--- config.mk ---
export PLATFORM = sky130hd
export DESIGN_NAME = core_mem_ctrl
export DESIGN_NICKNAME = d
export VERILOG_FILES = /design/src/rtl/core_mem_ctrl_pkg.sv /design/src/rtl/core_mem_ctrl_arb.sv /design/src/rtl/core_mem_ctrl.sv
export SDC_FILE = /design/constraint.sdc
export NUM_CORES = 1
export LEC_CHECK = 0
export ABC_AREA = 0
export CELL_PAD_IN_SITES_DETAIL_PLACEMENT = 0
export CELL_PAD_IN_SITES_GLOBAL_PLACEMENT = 1
export CORE_ASPECT_RATIO = 1.4
export CORE_UTILIZATION = 38
export DETAILED_ROUTE_END_ITERATION = 10
export GPL_ROUTABILITY_DRIVEN = 0
export PLACE_DENSITY = 0.83
export SETUP_SLACK_MARGIN = 0.4
export SYNTH_ARGS = -nofsm -noshare
export SYNTH_HDL_FRONTEND = slang
export SYNTH_SLANG_ARGS = --single-unit
--- constraint.sdc ---
create_clock -name clk -period 9.1 [get_ports clk]
set_clock_uncertainty 0.2 [all_clocks]
set_input_delay 1.365 -clock clk [delete_from_list [all_inputs] [get_ports clk]]
set_output_delay 1.365 -clock clk [all_outputs]
set_load 0.005 [all_outputs]
--- src/rtl/core_mem_ctrl_pkg.sv ---
// rtl/core_mem_ctrl_pkg.sv - shared widths, length codes and FSM encoding for core_mem_ctrl
package core_mem_ctrl_pkg;

  localparam int K_C_DATA_L = 32;
  localparam int K_M_ADDR_L = 32;

  localparam logic [1:0] LEN_B = 2'd0;
  localparam logic [1:0] LEN_H = 2'd1;
  localparam logic [1:0] LEN_W = 2'd3;

  typedef enum logic [2:0] {
    MC_IDLE    = 3'd0,
    MC_RD      = 3'd1,
    MC_RD_LAST = 3'd2,
    MC_WR      = 3'd3,
    MC_ACK     = 3'd4
  } mc_state_e;

  // Replace byte lane `lane` of a little-endian word.
  function automatic logic [K_C_DATA_L-1:0] lane_insert(input logic [K_C_DATA_L-1:0] word,
                                                        input logic [1:0]            lane,
                                                        input logic [7:0]            b);
    logic [K_C_DATA_L-1:0] r;
    r = word;
    r[8*lane +: 8] = b;
    return r;
  endfunction

endpackage

--- src/rtl/core_mem_ctrl_arb.sv ---
// rtl/core_mem_ctrl_arb.sv - fixed-priority grant: write, then highest-numbered read port
module core_mem_arb #(
  parameter int R_PORT = 2,
  parameter int PW     = 1
) (
  input  logic              we,
  input  logic [R_PORT-1:0] re,
  output logic              gnt_valid,
  output logic              gnt_write,
  output logic [PW-1:0]     gnt_port
);

  always_comb begin
    gnt_valid = 1'b0;
    gnt_write = 1'b0;
    gnt_port  = '0;
    if (we) begin
      gnt_valid = 1'b1;
      gnt_write = 1'b1;
    end else begin
      // ascending scan, last hit wins, so the higher port index takes priority
      for (int i = 0; i < R_PORT; i++) begin
        if (re[i]) begin
          gnt_valid = 1'b1;
          gnt_port  = PW'(i);
        end
      end
    end
  end

endmodule

--- src/rtl/core_mem_ctrl.sv ---
// rtl/core_mem_ctrl.sv - serialises core read/write ports onto a byte-wide synchronous RAM
module core_mem_ctrl
  import core_mem_ctrl_pkg::*;
#(
  parameter int R_PORT     = 2,
  parameter int W_PORT     = 1,
  parameter int MEM_ADDR_W = 17
) (
  input  logic                     clk,
  input  logic                     rst,
  output logic [R_PORT*32-1:0]     co_din,
  input  logic [W_PORT*32-1:0]     co_dout,
  input  logic [R_PORT*32-1:0]     co_raddr,
  input  logic [W_PORT*32-1:0]     co_waddr,
  input  logic [R_PORT-1:0]        co_re,
  input  logic [W_PORT-1:0]        co_we,
  input  logic [R_PORT*2-1:0]      co_rlen,
  input  logic [W_PORT*2-1:0]      co_wlen,
  output logic [R_PORT-1:0]        co_rack,
  output logic [W_PORT-1:0]        co_wack,
  output logic [MEM_ADDR_W-1:0]    mem_addr,
  output logic [7:0]               mem_wdata,
  output logic                     mem_we,
  input  logic [7:0]               mem_rdata
);

  localparam int PW = (R_PORT > 1) ? $clog2(R_PORT) : 1;

  mc_state_e              state_q, state_d;
  logic [1:0]             k_q;
  logic [1:0]             len_q;
  logic [PW-1:0]          port_q;
  logic [K_M_ADDR_L-1:0]  addr_q;
  logic [K_C_DATA_L-1:0]  wdata_q;
  logic [K_C_DATA_L-1:0]  asm_q;
  logic [K_M_ADDR_L-1:0]  addr_sum;
  logic                   unused_addr_bits;

  logic                   gnt_valid;
  logic                   gnt_write;
  logic [PW-1:0]          gnt_port;

  core_mem_arb #(
    .R_PORT (R_PORT),
    .PW     (PW)
  ) u_arb (
    .we        (co_we[0]),
    .re        (co_re),
    .gnt_valid (gnt_valid),
    .gnt_write (gnt_write),
    .gnt_port  (gnt_port)
  );

  // Full-width sum, truncated at the RAM port so addresses wrap at 2^MEM_ADDR_W.
  assign addr_sum         = addr_q + K_M_ADDR_L'(k_q);
  assign unused_addr_bits = ^addr_sum;

  always_comb begin
    state_d   = state_q;
    mem_addr  = '0;
    mem_wdata = 8'h00;
    mem_we    = 1'b0;
    case (state_q)
      MC_IDLE: begin
        if (gnt_valid) state_d = gnt_write ? MC_WR : MC_RD;
      end
      MC_RD: begin
        mem_addr = addr_sum[MEM_ADDR_W-1:0];
        if (k_q == len_q) state_d = MC_RD_LAST;
      end
      MC_RD_LAST: begin
        state_d = MC_ACK;
      end
      MC_WR: begin
        mem_addr  = addr_sum[MEM_ADDR_W-1:0];
        mem_wdata = wdata_q[8*k_q +: 8];
        mem_we    = 1'b1;
        if (k_q == len_q) state_d = MC_ACK;
      end
      MC_ACK: begin
        state_d = MC_IDLE;
      end
      default: begin
        state_d = MC_IDLE;
      end
    endcase
  end

  always_ff @(posedge clk or posedge rst) begin
    if (rst) begin
      state_q <= MC_IDLE;
      k_q     <= 2'd0;
      len_q   <= LEN_B;
      port_q  <= '0;
      addr_q  <= '0;
      wdata_q <= '0;
      asm_q   <= '0;
      co_din  <= '0;
      co_rack <= '0;
      co_wack <= '0;
    end else begin
      state_q <= state_d;
      co_rack <= '0;
      co_wack <= '0;
      case (state_q)
        MC_IDLE: begin
          if (gnt_valid) begin
            port_q <= gnt_port;
            k_q    <= 2'd0;
            asm_q  <= '0;
            if (gnt_write) begin
              addr_q  <= co_waddr[K_M_ADDR_L-1:0];
              len_q   <= co_wlen[1:0];
              wdata_q <= co_dout[K_C_DATA_L-1:0];
            end else begin
              addr_q <= co_raddr[gnt_port*32 +: 32];
              len_q  <= co_rlen[gnt_port*2 +: 2];
            end
          end
        end
        MC_RD: begin
          // RAM data lags its address by one cycle, so lane k-1 arrives while k is driven
          if (k_q != 2'd0) asm_q <= lane_insert(asm_q, k_q - 2'd1, mem_rdata);
          if (k_q != len_q) k_q <= k_q + 2'd1;
        end
        MC_RD_LAST: begin
          asm_q                   <= lane_insert(asm_q, len_q, mem_rdata);
          co_din[port_q*32 +: 32] <= lane_insert(asm_q, len_q, mem_rdata);
          co_rack[port_q]         <= 1'b1;
        end
        MC_WR: begin
          if (k_q != len_q) k_q <= k_q + 2'd1;
          else              co_wack[0] <= 1'b1;
        end
        default: begin
        end
      endcase
    end
  end

endmodule
# == Word-level counts from Yosys, hierarchy flattened ==
# Index checks and enable logic that the tools add are counted.
# totals
wordCells,78
ff_bits,156
inputBits,147
out_inout_bits,93
# classes
n_shift,9
eq_ne,10
n_reduce_logical,11
order_cmp,2
add_sub_neg,6
muxes,30
# ops
cell,count
one-hot mux 32 bit (3 select lines),1
negator 5 -> 34 bit,2
"variable shift 8 x 34 -> 32 bit, first input constant",2
variable part select 8 x 34 -> 32 bit,2
bitwise mux 32 bit,2
bitwise mux 64 bit,1
two-way mux 32 bit,2
"variable shift 32 x 34 -> 64 bit, first input constant",1
variable part select 32 x 34 -> 64 bit,1
variable part select 64 x 7 -> 17 bit,1
two-way mux 17 bit,2
negator 6 -> 34 bit,1
variable part select 32 x 6 -> 8 bit,1
adder 17 x 2 -> 17 bit,1
one-hot mux 3 bit (4 select lines),1
AND reduction 3 bit,4
two-way mux 1 bit,10
two-way mux 2 bit,5
two-way mux 3 bit,3
two-way mux 8 bit,1
"!= test 2 bit, second input constant",4
"== test 3 x 2 -> 1 bit, second input constant",2
one-hot mux 2 bit (2 select lines),1
nonzero test 2 bit,2
other kinds (15),15

# == Logic depth before layout (Yosys ltp) ==
# Gate-level depths: netlist of the first run.
# logic_depth
ltp_word,6
depth_mapped,8
ltp_nobuf,7

# == Modules after synthesis ==
# Synthesis of the first run repeated with hierarchy kept, for this count alone.
# hier_totals
cells_unflattened,729
area_unflattened_um2,7583.5
# modules_own_cells
module,n_inst,seq_area_each_um2,cells_per_inst,area_per_inst_um2
core_mem_ctrl,1,3903.7,726,7563.5
core_mem_arb,1,0.0,3,20.0

# == Worst setup path after synthesis of the first run ==
# OpenSTA, ideal clock, no wires.
# synth_timing
path_type,flip-flop to output port
start,register k_q[1]
end,output mem_addr[16]
path_slack_ns,4.983
t_arrival_ns,2.552
t_required_ns,7.535
n_path_buf,1
path_stages_with_launch,8
path_cell_list,dfrtp_1 -> clkbuf_1 -> inv_1 -> fa_1 -> nand3b_1 -> or4_4 -> or3_1 -> a21oi_1
# synth_between
elab_chain_len,2
# synth_rtl
element,line,text
from (decl),core_mem_ctrl.sv:30,logic [1:0] k_q;
from (signal assigned),core_mem_ctrl.sv:124,if (k_q != len_q) k_q <= k_q + 2'd1;
from (signal assigned),core_mem_ctrl.sv:132,if (k_q != len_q) k_q <= k_q + 2'd1;
adder 17 x 2 -> 17 bit,core_mem_ctrl.sv:55,assign addr_sum = addr_q + K_M_ADDR_L'(k_q);
two-way mux 17 bit,core_mem_ctrl.sv:63,case (state_q)
to (decl),core_mem_ctrl.sv:21,"output logic [MEM_ADDR_W-1:0] mem_addr,"
# Every way passes these cells.

# == Final worst setup path of the first run ==
# layout_timing
start,register k_q[0]
end,output mem_addr[16]
# The elaborated chain is that of the path after synthesis.

==> metrics.yaml, run 1 <==
grt_use_total_pct: 19.2
die_h_um: 168
num-fill-cells: 1807
antennaDiodeCount: 0
die_area_um2: 20100
num_rows: 60
combPwrFrac_pct: 40.0
cts_tree: "built"
hpwl_mm: 12.8
switchingPower_mw: 1.10
met3_usage_pct: 4.22
top_usage_layer: "met2"
cts_setup_buffers: 0
ff_latch_area_um2: 3900
rr_worst_depth: 5
clk_pin_slew_worst_paths_ns: 0.06
pre_cts_ws_ns: 3.92
rsz0062_at_grt: "no"
whs_path_depth: 2
fp.dieW_um: 120
synth_seq_cells: 156
use_met1_pct: 23.2
syn_nets: 876
synth.distinct_cells: 53
grt_pass1_wl_mm: 30.3
gr-usage-met2_pct: 33.9
path_class: "flip-flop to output pin"
cts_buffer_depth: 2
routed_wl_mm: 18.1
drive_gt1_share_pct: 10.1
drv_slew: 0
mostFrequentLayoutCells: "clkdlybuf4s50_1 (194), dfrtp_1 (156), a21oi_1 (123), nor2_1 (96), nor2b_1 (33)"
p_sw_share_pct: 33.9
slowest_delay_ns: 0.93
htree_num_levels: 4
gr-total-overflow: 0
power_frac_clock_pct: 22.3
cts-resized-gates: 0
yosysWarnings: 0
grt_max_degree: 84
synth_edf_count: 0
worst_skew_pair.late_latency_ns: 0.42
worstPathMaxFanout: 18
layout.nets: 1047
setup_viol: 0
wl_per_cell_um: 15.8
root_buffer: "clkbuf_16"
irDropWorstVdd_uv: 134
hold_viol: 0
timing.final.crit_share_pct: 61.1
power_density_nw_per_um2: 320
final_common_cell: "clkdlybuf4s50_1"
cp-end-kind: "output pin"
core_area_um2: 19200
required_ns: 7.54
cts_sinks: 156
initial_core_util_pct: 38.7
syn_area_per_cell_um2: 10.4
syn2layout_area_growth_pct: 36.6
crit_slowest_cell: "dfrtp_1"
detail-route-antenna-nets: 0
holdBufCountCts: 0
numCtsBuffers: 17
min_path_type: "flip-flop to flip-flop"
worst_pin_slew_ns: 1.09
drtIter0Drc: 313
grt_antenna_before_repair: 0
power_leakage_nw: 4.26
final.setup.worst_slack_ns: 3.54
ys_seq_area_share_pct: 52.5
vias: 5834
drv_cap: 0
power_frac_seq_pct: 37.7
start_kind: "flip-flop"
syn_area_um2: 7440
grt_pass1_vias: 5885
fmax_mhz: 180
outcome: "finished, final reports clean"
cp_cell_sequence: "ha_1 -> inv_1 -> fa_1 -> nand3b_1 -> or4_4 -> or3_1 -> a21oi_1 -> clkdlybuf4s50_1"
avgViaCountPerCell: 5.08
maxSlewHeadroom_pct: 26.8
boundaryPins: 240
worst_ep_arrival_time_ns: 4.00
dr.pass1.iters: 4
synthCells: 716
p_int_mw: 2.15
multiInputGateArea_um2: 3300
min_period_ns: 5.56
drc: 0
fin_setup_tns_ns: 0
synthArstFlopShare_pct: 100
ys.flop_type: "dfrtp_1"
port_buffers: 194
[critical path: cells and delay by family (launching register included)]
kind,cells,cell delay [ns]
DFF,1,0.93
and+or+nand+nor,3,1.09
AOI/OAI and AO/OA,1,0.14
adders and majority gates,2,0.81
buffers and inverters,2,0.61
[final timing paths]
path | to | startpoint | slack [ns]
worst max-delay path | mem_addr[16] | k_q[0] | 3.54
worst min-delay path | addr_q[0] | addr_q[0] | 0.28
worst max register to register | co_din[32] | state_q[1] | 6.24
worst min register to register | addr_q[0] | addr_q[0] | 0.28
max in group asynchronous | co_din[12] | rst | 5.94
min in group asynchronous | co_din[62] | rst | 1.23
[cells by family (layout without fill, tap and decap cells)]
kind of cell | Yosys count | in the layout | synth area share, %
and+or+nand+nor | 220 | 220 | 14.9
AOI/OAI and AO/OA | 194 | 194 | 15.5
buffers and inverters | 61 | 245 | 3.42
adders and majority gates | 13 | 13 | 2.29
xor gates and xnor gates | 12 | 12 | 1.41
muxes | 60 | 60 | 9.98
DFF | 156 | 156 | 52.5
[registers in the layout, summed over array words and instances, names as in the netlist]
| signal | flops |
|---|---|
| co_din | 64 |
| asm_q | 32 |
| wdata_q | 32 |
| addr_q | 17 |
| state_q | 3 |
| co_rack | 2 |
| k_q | 2 |
| len_q | 2 |
| co_wack | 1 |
| port_q | 1 |
[through the flow]
stage	hold slack, ns	utilization (%)	cell area, µm²	power (mW)	cells
global placement	0.264	49.7	9550	2.52	1116
detailed placement	0.274	49.7	9550	2.56	1116
global route	0.300	52.9	10200	3.49	1148
finish	0.285	52.9	10200	3.25	1148
CTS	0.289	52.9	10200	3.29	1148
floorplan	0.252	-	7440	1.93	716
[per-layer routing]
metal  vias to the layer above  part of all wire, %
met5                         -                    0
met2                       154                   53
li1                       2863                    -
met4                         0                  1.5
met3                        18                  4.4
met1                      2799                   42
[power by group through the flow]
stage	sequential, mW	combinational (mW)	clock [mW]
4_1_cts	1.23	1.32	0.740
2_1_floorplan	1.16	0.767	0
6_report	1.22	1.30	0.724
3_5_place_dp	1.24	1.32	0
5_1_grt	1.27	1.46	0.770
3_3_place_gp	1.23	1.29	0
[cells in the mapped netlist, types with 2 or more instances]
library cell,instances,area share [%]
xor2_1,5,0.59
or4_4,3,0.45
and4_1,2,0.24
nor3_1,6,0.40
a21boi_4,2,0.50
mux2i_1,19,2.6
xnor2_1,7,0.82
and3_1,9,0.76
dfrtp_1,156,52
nor2_1,97,4.9
nand2_1,31,1.6
mux2_2,31,4.7
mux2_1,2,0.30
buf_2,14,0.94
o21ai_1,2,0.13
nor2b_1,33,2.8
buf_1,17,0.86
clkbuf_1,17,0.86
o21ai_0,26,1.7
or4_1,3,0.30
or3_1,6,0.50
a22o_1,31,3.7
inv_1,12,0.61
ha_1,12,2.0
mux4_2,8,2.4
a21oi_1,123,8.3
nor4_1,2,0.17
nand2b_1,2,0.17
nand3_1,6,0.40
and2_1,6,0.50
nand4_1,4,0.34
[layout make-up]
class	count	area share [%]
sequential	156	38.4
multi-input combinational	499	32.4
timing repair buffer	201	19.6
clock buffer	21	4.63
tap	248	3.05
clock inverter	11	1.31
inverter	12	0.493
Note: power is estimated with default switching activity, not from simulation.
==> run 2, diff against run 1 <==
--- a/config.mk
+++ b/config.mk
@@ -9,10 +9,10 @@
 export CELL_PAD_IN_SITES_DETAIL_PLACEMENT = 0
 export CELL_PAD_IN_SITES_GLOBAL_PLACEMENT = 1
 export CORE_ASPECT_RATIO = 1.4
-export CORE_UTILIZATION = 38
+export CORE_UTILIZATION = 32
 export DETAILED_ROUTE_END_ITERATION = 10
 export GPL_ROUTABILITY_DRIVEN = 0
-export PLACE_DENSITY = 0.83
+export PLACE_DENSITY = 0.74
 export SETUP_SLACK_MARGIN = 0.4
 export SYNTH_ARGS = -nofsm -noshare
 export SYNTH_HDL_FRONTEND = slang
==> constraint.sdc (replaced) <==
create_clock -name clk -period 5.04 [get_ports clk]
set_clock_uncertainty 0.2 [all_clocks]
set_input_delay 0.756 -clock clk [delete_from_list [all_inputs] [get_ports clk]]
set_output_delay 0.756 -clock clk [all_outputs]
set_load 0.005 [all_outputs]
==> metrics.yaml, run 2 (synthesis gave the netlist of run 1 again) <==
outcome: "finished, final reports clean"
worst_skew_pair.late_latency_ns: 0.42  # about the same
irDropWorstVdd_uv: 290  # +120%
cp_num_buf_inv: 3  # +1
rsz0062_at_grt: "no"
dr.pass1.iters: 4  # unchanged
drv_slew: 0  # unchanged
min_period_ns: 4.37
grt_pass1_vias: 5594  # -4.9%
htree_num_levels: 4  # unchanged
grt_max_degree: 86  # +2.4%
timing.final.crit_share_pct: 86.7
min_path_type: "flip-flop to flip-flop"
cts_tree: "built"
top_register: "co_din"
die_area_um2: 23900  # +18%
power_density_nw_per_um2: 571  # +79%
crit_family: "simple AND/OR/NAND/NOR gates"
antennaDiodeCount: 0  # unchanged
grt_pass1_wl_mm: 30.2  # about the same
root_buffer: "clkbuf_16"
cts_setup_buffers: 0  # unchanged
postPlaceCellArea_um2: 9670  # +1.2%
syn2layout_area_growth_pct: 37.8
power_leakage_nw: 4.27  # +0.22%
start_kind: "flip-flop"
maxSlewHeadroom_pct: 35.2  # +8.4 points
drtIter0Drc: 235  # -25%
hpwl_mm: 13.5  # +5.5%
holdBufCountCts: 0  # unchanged
wl_per_cell_um: 15.8  # -0.11%
cts-resized-gates: 0  # unchanged
drc: 0  # unchanged
drive_gt1_share_pct: 10.6  # +0.51 points
setup_viol: 0  # unchanged
cp_cell_sequence: "buf_4 -> inv_1 -> fa_1 -> nand3b_1 -> or4_4 -> or3_1 -> a21oi_1 -> clkdlybuf4s50_1"
port_buffers: 194  # unchanged
drv_cap: 0  # unchanged
slowest_delay_ns: 0.53  # -0.40 ns
cts_buffer_depth: 2  # unchanged
worst_pin_slew_ns: 0.969  # -0.125 ns
fmax_mhz: 229
boundaryPins: 240  # unchanged
required_ns: 4.08  # -3.46 ns
numCtsBuffers: 17  # unchanged
clk_pin_slew_worst_paths_ns: 0.06  # about the same
largest_register_ff_count: 64  # unchanged
worst_ep_arrival_time_ns: 3.41  # -0.59 ns
hold_viol: 0  # unchanged
grt_antenna_before_repair: 0  # unchanged
fp.dieW_um: 131  # +8.8%
final_cells: 1205  # +5.0%
worstPathMaxFanout: 13  # -5
cts_sinks: 156  # unchanged
vias: 5840  # +0.10%
crit_slowest_cell: "fa_1"
core_area_um2: 22700  # +18%
routed_wl_mm: 19.0  # +4.8%
cp-end-kind: "output pin"
fin_area_um2: 10200  # +0.85%
fin_setup_tns_ns: 0  # unchanged
initial_core_util_pct: 32.8  # -5.9 points
avgViaCountPerCell: 4.85  # -4.6%
num_rows: 65  # +8.3%
grt_use_total_pct: 16.7  # -2.5 points
layout.nets: 1051  # +0.38%
dp_cells: 1173  # +5.1%
top_regs: "co_din (64), asm_q (32), wdata_q (32)"
mostFrequentLayoutCells: "clkdlybuf4s50_1 (194), dfrtp_1 (156), a21oi_1 (123), nor2_1 (96), nor2b_1 (33)"
die_h_um: 182  # +8.9%
final_common_cell: "clkdlybuf4s50_1"
gr-total-overflow: 0  # unchanged
detail-route-antenna-nets: 0  # unchanged
path_class: "flip-flop to output pin"
run 2: cell type report:
type	count	area, µm²
multi-input cells	499	3300
well taps	301	377
fillers	2194	12400
inverters	12	48.8
flip-flops and latches	156	3900
repair buffers	205	2040
clock buffers	19	443
clock inverters	13	133
run 2: power breakdown:
part / total [mW] / switching (mW) / leakage [nW] / internal [mW]
sequential: 2.16 / 0.382 / 1.92 / 1.78
combinational: 2.43 / 1.10 / 2.07 / 1.33
clock: 1.26 / 0.551 / 0.275 / 0.706
run 2: worst paths after layout:
kind	start	endpoint	slack, ns	cells past startpoint
min in group asynchronous	rst	co_din[4]	0.67	2
worst max-delay path	k_q[1]	mem_addr[16]	0.67	8
worst min register to register	asm_q[7]	asm_q[7]	0.29	1
worst max register to register	state_q[1]	co_din[54]	1.88	5
worst min-delay path	asm_q[7]	asm_q[7]	0.29	1
max in group asynchronous	rst	asm_q[11]	3.01	3
run 2: layer usage:
layer | GRT usage (%) | vias up | share of wire (%)
met3 | 3.02 | 14 | 3.7
met5 | 0 | - | 0
li1 | - | 2868 | -
met4 | 5.93 | 0 | 1.6
met1 | 20.2 | 2815 | 42
met2 | 29.1 | 143 | 53
run 2: metrics by stage:
step	util, %	power (mW)	hold WS [ns]	worst slack, ns
2_1_floorplan	-	3.48	0.252	1.53
3_3_place_gp	42.6	4.61	0.265	1.08
3_5_place_dp	42.6	4.67	0.274	1.07
4_1_cts	45.1	5.95	0.289	0.612
5_1_grt	45.1	6.30	0.306	0.472
6_report	45.1	5.85	0.289	0.672
==> run 3, diff against run 2 <==
--- a/config.mk
+++ b/config.mk
@@ -6,13 +6,15 @@
 export NUM_CORES = 1
 export LEC_CHECK = 0
 export ABC_AREA = 0
+export CAP_MARGIN = 20
 export CELL_PAD_IN_SITES_DETAIL_PLACEMENT = 0
 export CELL_PAD_IN_SITES_GLOBAL_PLACEMENT = 1
 export CORE_ASPECT_RATIO = 1.4
-export CORE_UTILIZATION = 32
+export CORE_UTILIZATION = 43
 export DETAILED_ROUTE_END_ITERATION = 10
+export DONT_BUFFER_PORTS = 1
 export GPL_ROUTABILITY_DRIVEN = 0
-export PLACE_DENSITY = 0.74
+export PLACE_DENSITY = 0.72
 export SETUP_SLACK_MARGIN = 0.4
 export SYNTH_ARGS = -nofsm -noshare
 export SYNTH_HDL_FRONTEND = slang
==> metrics.yaml, run 3 (synthesis gave the netlist of run 1 again) <==
outcome: "finished, final reports clean"
regToRegStartpoint: "state_q[1]"
rsz0062_at_grt: "no"
worst_skew_pair.late_latency_ns: 0.41  # about the same
wl_per_cell_um: 19.0  # +20%
cp-end-kind: "output pin"
cts_tree: "built"
htree_num_levels: 4  # unchanged
power_leakage_nw: 3.53  # -17%
setup_viol: 0  # unchanged
syn2layout_area_growth_pct: 10.2
drc: 0  # unchanged
worstPathMaxFanout: 13  # unchanged
clk_pin_slew_worst_paths_ns: 0.07  # about the same
final_common_cell: "dfrtp_1"
grt_use_total_pct: 19.9  # +3.3 points
grt_pass1_vias: 5256  # -6.0%
num_rows: 56  # -14%
largest_register_ff_count: 64  # unchanged
top_regs: "co_din (64), asm_q (32), wdata_q (32)"
numCtsBuffers: 17  # unchanged
gr-total-overflow: 0  # unchanged
crit_slowest_cell: "dfrtp_1"
holdBufCountCts: 0  # unchanged
grt_antenna_before_repair: 0  # unchanged
irDropWorstVdd_uv: 280  # -3.3%
cts_sinks: 156  # unchanged
boundaryPins: 240  # unchanged
r2r-end: "co_din[33]"
fp.dieW_um: 113  # -14%
dr.pass1.iters: 5  # +1
fin_setup_tns_ns: 0  # unchanged
slowest_delay_ns: 0.72  # +0.19 ns
start_kind: "flip-flop"
routed_wl_mm: 17.3  # -9.3%
crit_family: "simple AND/OR/NAND/NOR gates"
path_class: "flip-flop to output pin"
rr_worst_depth: 5  # unchanged
mostFrequentLayoutCells: "dfrtp_1 (156), a21oi_1 (123), nor2_1 (96), nor2b_1 (33)"
top_register: "co_din"
fmax_mhz: 238  # +4.0%
drv_cap: 0  # unchanged
cts-resized-gates: 0  # unchanged
root_buffer: "clkbuf_16"
worst_pin_slew_ns: 0.871  # -0.0983 ns
cts_buffer_depth: 2  # unchanged
worst_ep_arrival_time_ns: 3.24  # -0.17 ns
min_path_type: "input port to asynchronous set/reset pin"
drtIter0Drc: 227  # -3.4%
grt_pass1_wl_mm: 27.4  # -9.4%
required_ns: 4.08  # about the same
cts_setup_buffers: 0  # unchanged
drv_slew: 0  # unchanged
vias: 5202  # -11%
hold_viol: 0  # unchanged
maxSlewHeadroom_pct: 41.8  # +6.6 points
power_density_nw_per_um2: 631  # +11%
r2r_slack_ns: 2.23  # +0.35 ns
cp_num_buf_inv: 1  # -2
cp_cell_sequence: "inv_1 -> fa_1 -> nand3b_1 -> or4_4 -> or3_1 -> a21oi_1"
core_area_um2: 16800  # -26%
initial_core_util_pct: 44.2  # +11 points
hpwl_mm: 12.0  # -11%
final_cells: 910  # -24%
die_area_um2: 17800  # -25%
detail-route-antenna-nets: 0  # unchanged
drive_gt1_share_pct: 12.9  # +2.3 points
port_buffers: 0  # -100%
antennaDiodeCount: 0  # unchanged
avgViaCountPerCell: 5.72  # +18%
dp_cells: 876  # -25%
grt_max_degree: 157  # +83%
timing.final.crit_share_pct: 83.3  # -3.3 points
layout.nets: 854  # -19%
min_period_ns: 4.20  # -0.169 ns
die_h_um: 158  # -14%
==> run 3: changes by cell type in the layout (fill, tap and decap cells not counted), sizes merged <==
cell,previous run,this run
clkinvlp,4,3
bufinv,1,2
clkdlybuf4s50,194,0
buf,11,8
clkinv,3,4
clkbuf,19,20
inv,17,15
==> run 3: worst max-delay path by stage <==
stage          startpoint            to  slack [ns]  cells past startpoint
2_1_floorplan      k_q[1]  mem_addr[16]        1.53                      7
3_5_place_dp       k_q[1]  mem_addr[16]        1.23                      6
3_3_place_gp       k_q[1]  mem_addr[16]        1.26                      6
4_1_cts            k_q[1]  mem_addr[16]        0.77                      6
6_report           k_q[1]  mem_addr[16]        0.84                      6
5_1_grt            k_q[1]  mem_addr[16]        0.62                      6
==> run 3: metal layers <==
metal	global-route usage (%)	vias to the layer above	routed length [µm]
li1	-	2473	-
met1	22.9	2564	6910
met2	35.3	152	9070
met3	6.24	13	1050
met4	6.27	0	231
met5	0	-	0
==> run 3: worst register-to-register path, stage by stage, from the launching register on <==
cell	delay (ns)
dfrtp_1	0.79
nor3b_1	0.62
and2_2	0.66
buf_16	0.26
nor2_1	0.07
a21oi_1	0.12
==> run 3: cell type report <==
cell class | instances | area, µm²
Timing Repair Buffer | 8 | 113
Clock buffer | 20 | 447
Tap cell | 203 | 254
Clock inverter | 12 | 136
Multi-Input combinational cell | 499 | 3300
Fill cell | 1599 | 8620
Sequential cell | 156 | 3900
Inverter | 12 | 48.8
==> run 3: stage by stage <==
step / power (mW) / setup slack (ns) / cell area (µm²) / util [%] / hold WS, ns
after global placement: 3.82 / 1.26 / 7560 / 45.0 / 0.263
after CTS: 5.21 / 0.773 / 8140 / 48.4 / 0.254
final: 5.18 / 0.841 / 8200 / 48.8 / 0.222
after detailed placement: 3.92 / 1.23 / 7560 / 45.0 / 0.270
after global routing: 5.55 / 0.618 / 8200 / 48.8 / 0.246
after floorplan: 3.48 / 1.53 / 7440 / - / 0.252
==> run 3: where the power goes <==
group          internal [mW]  leakage (nW)  switching [mW]
combinational          0.739          1.33           0.914
sequential              1.79          1.92           0.469
clock                  0.749         0.283           0.520
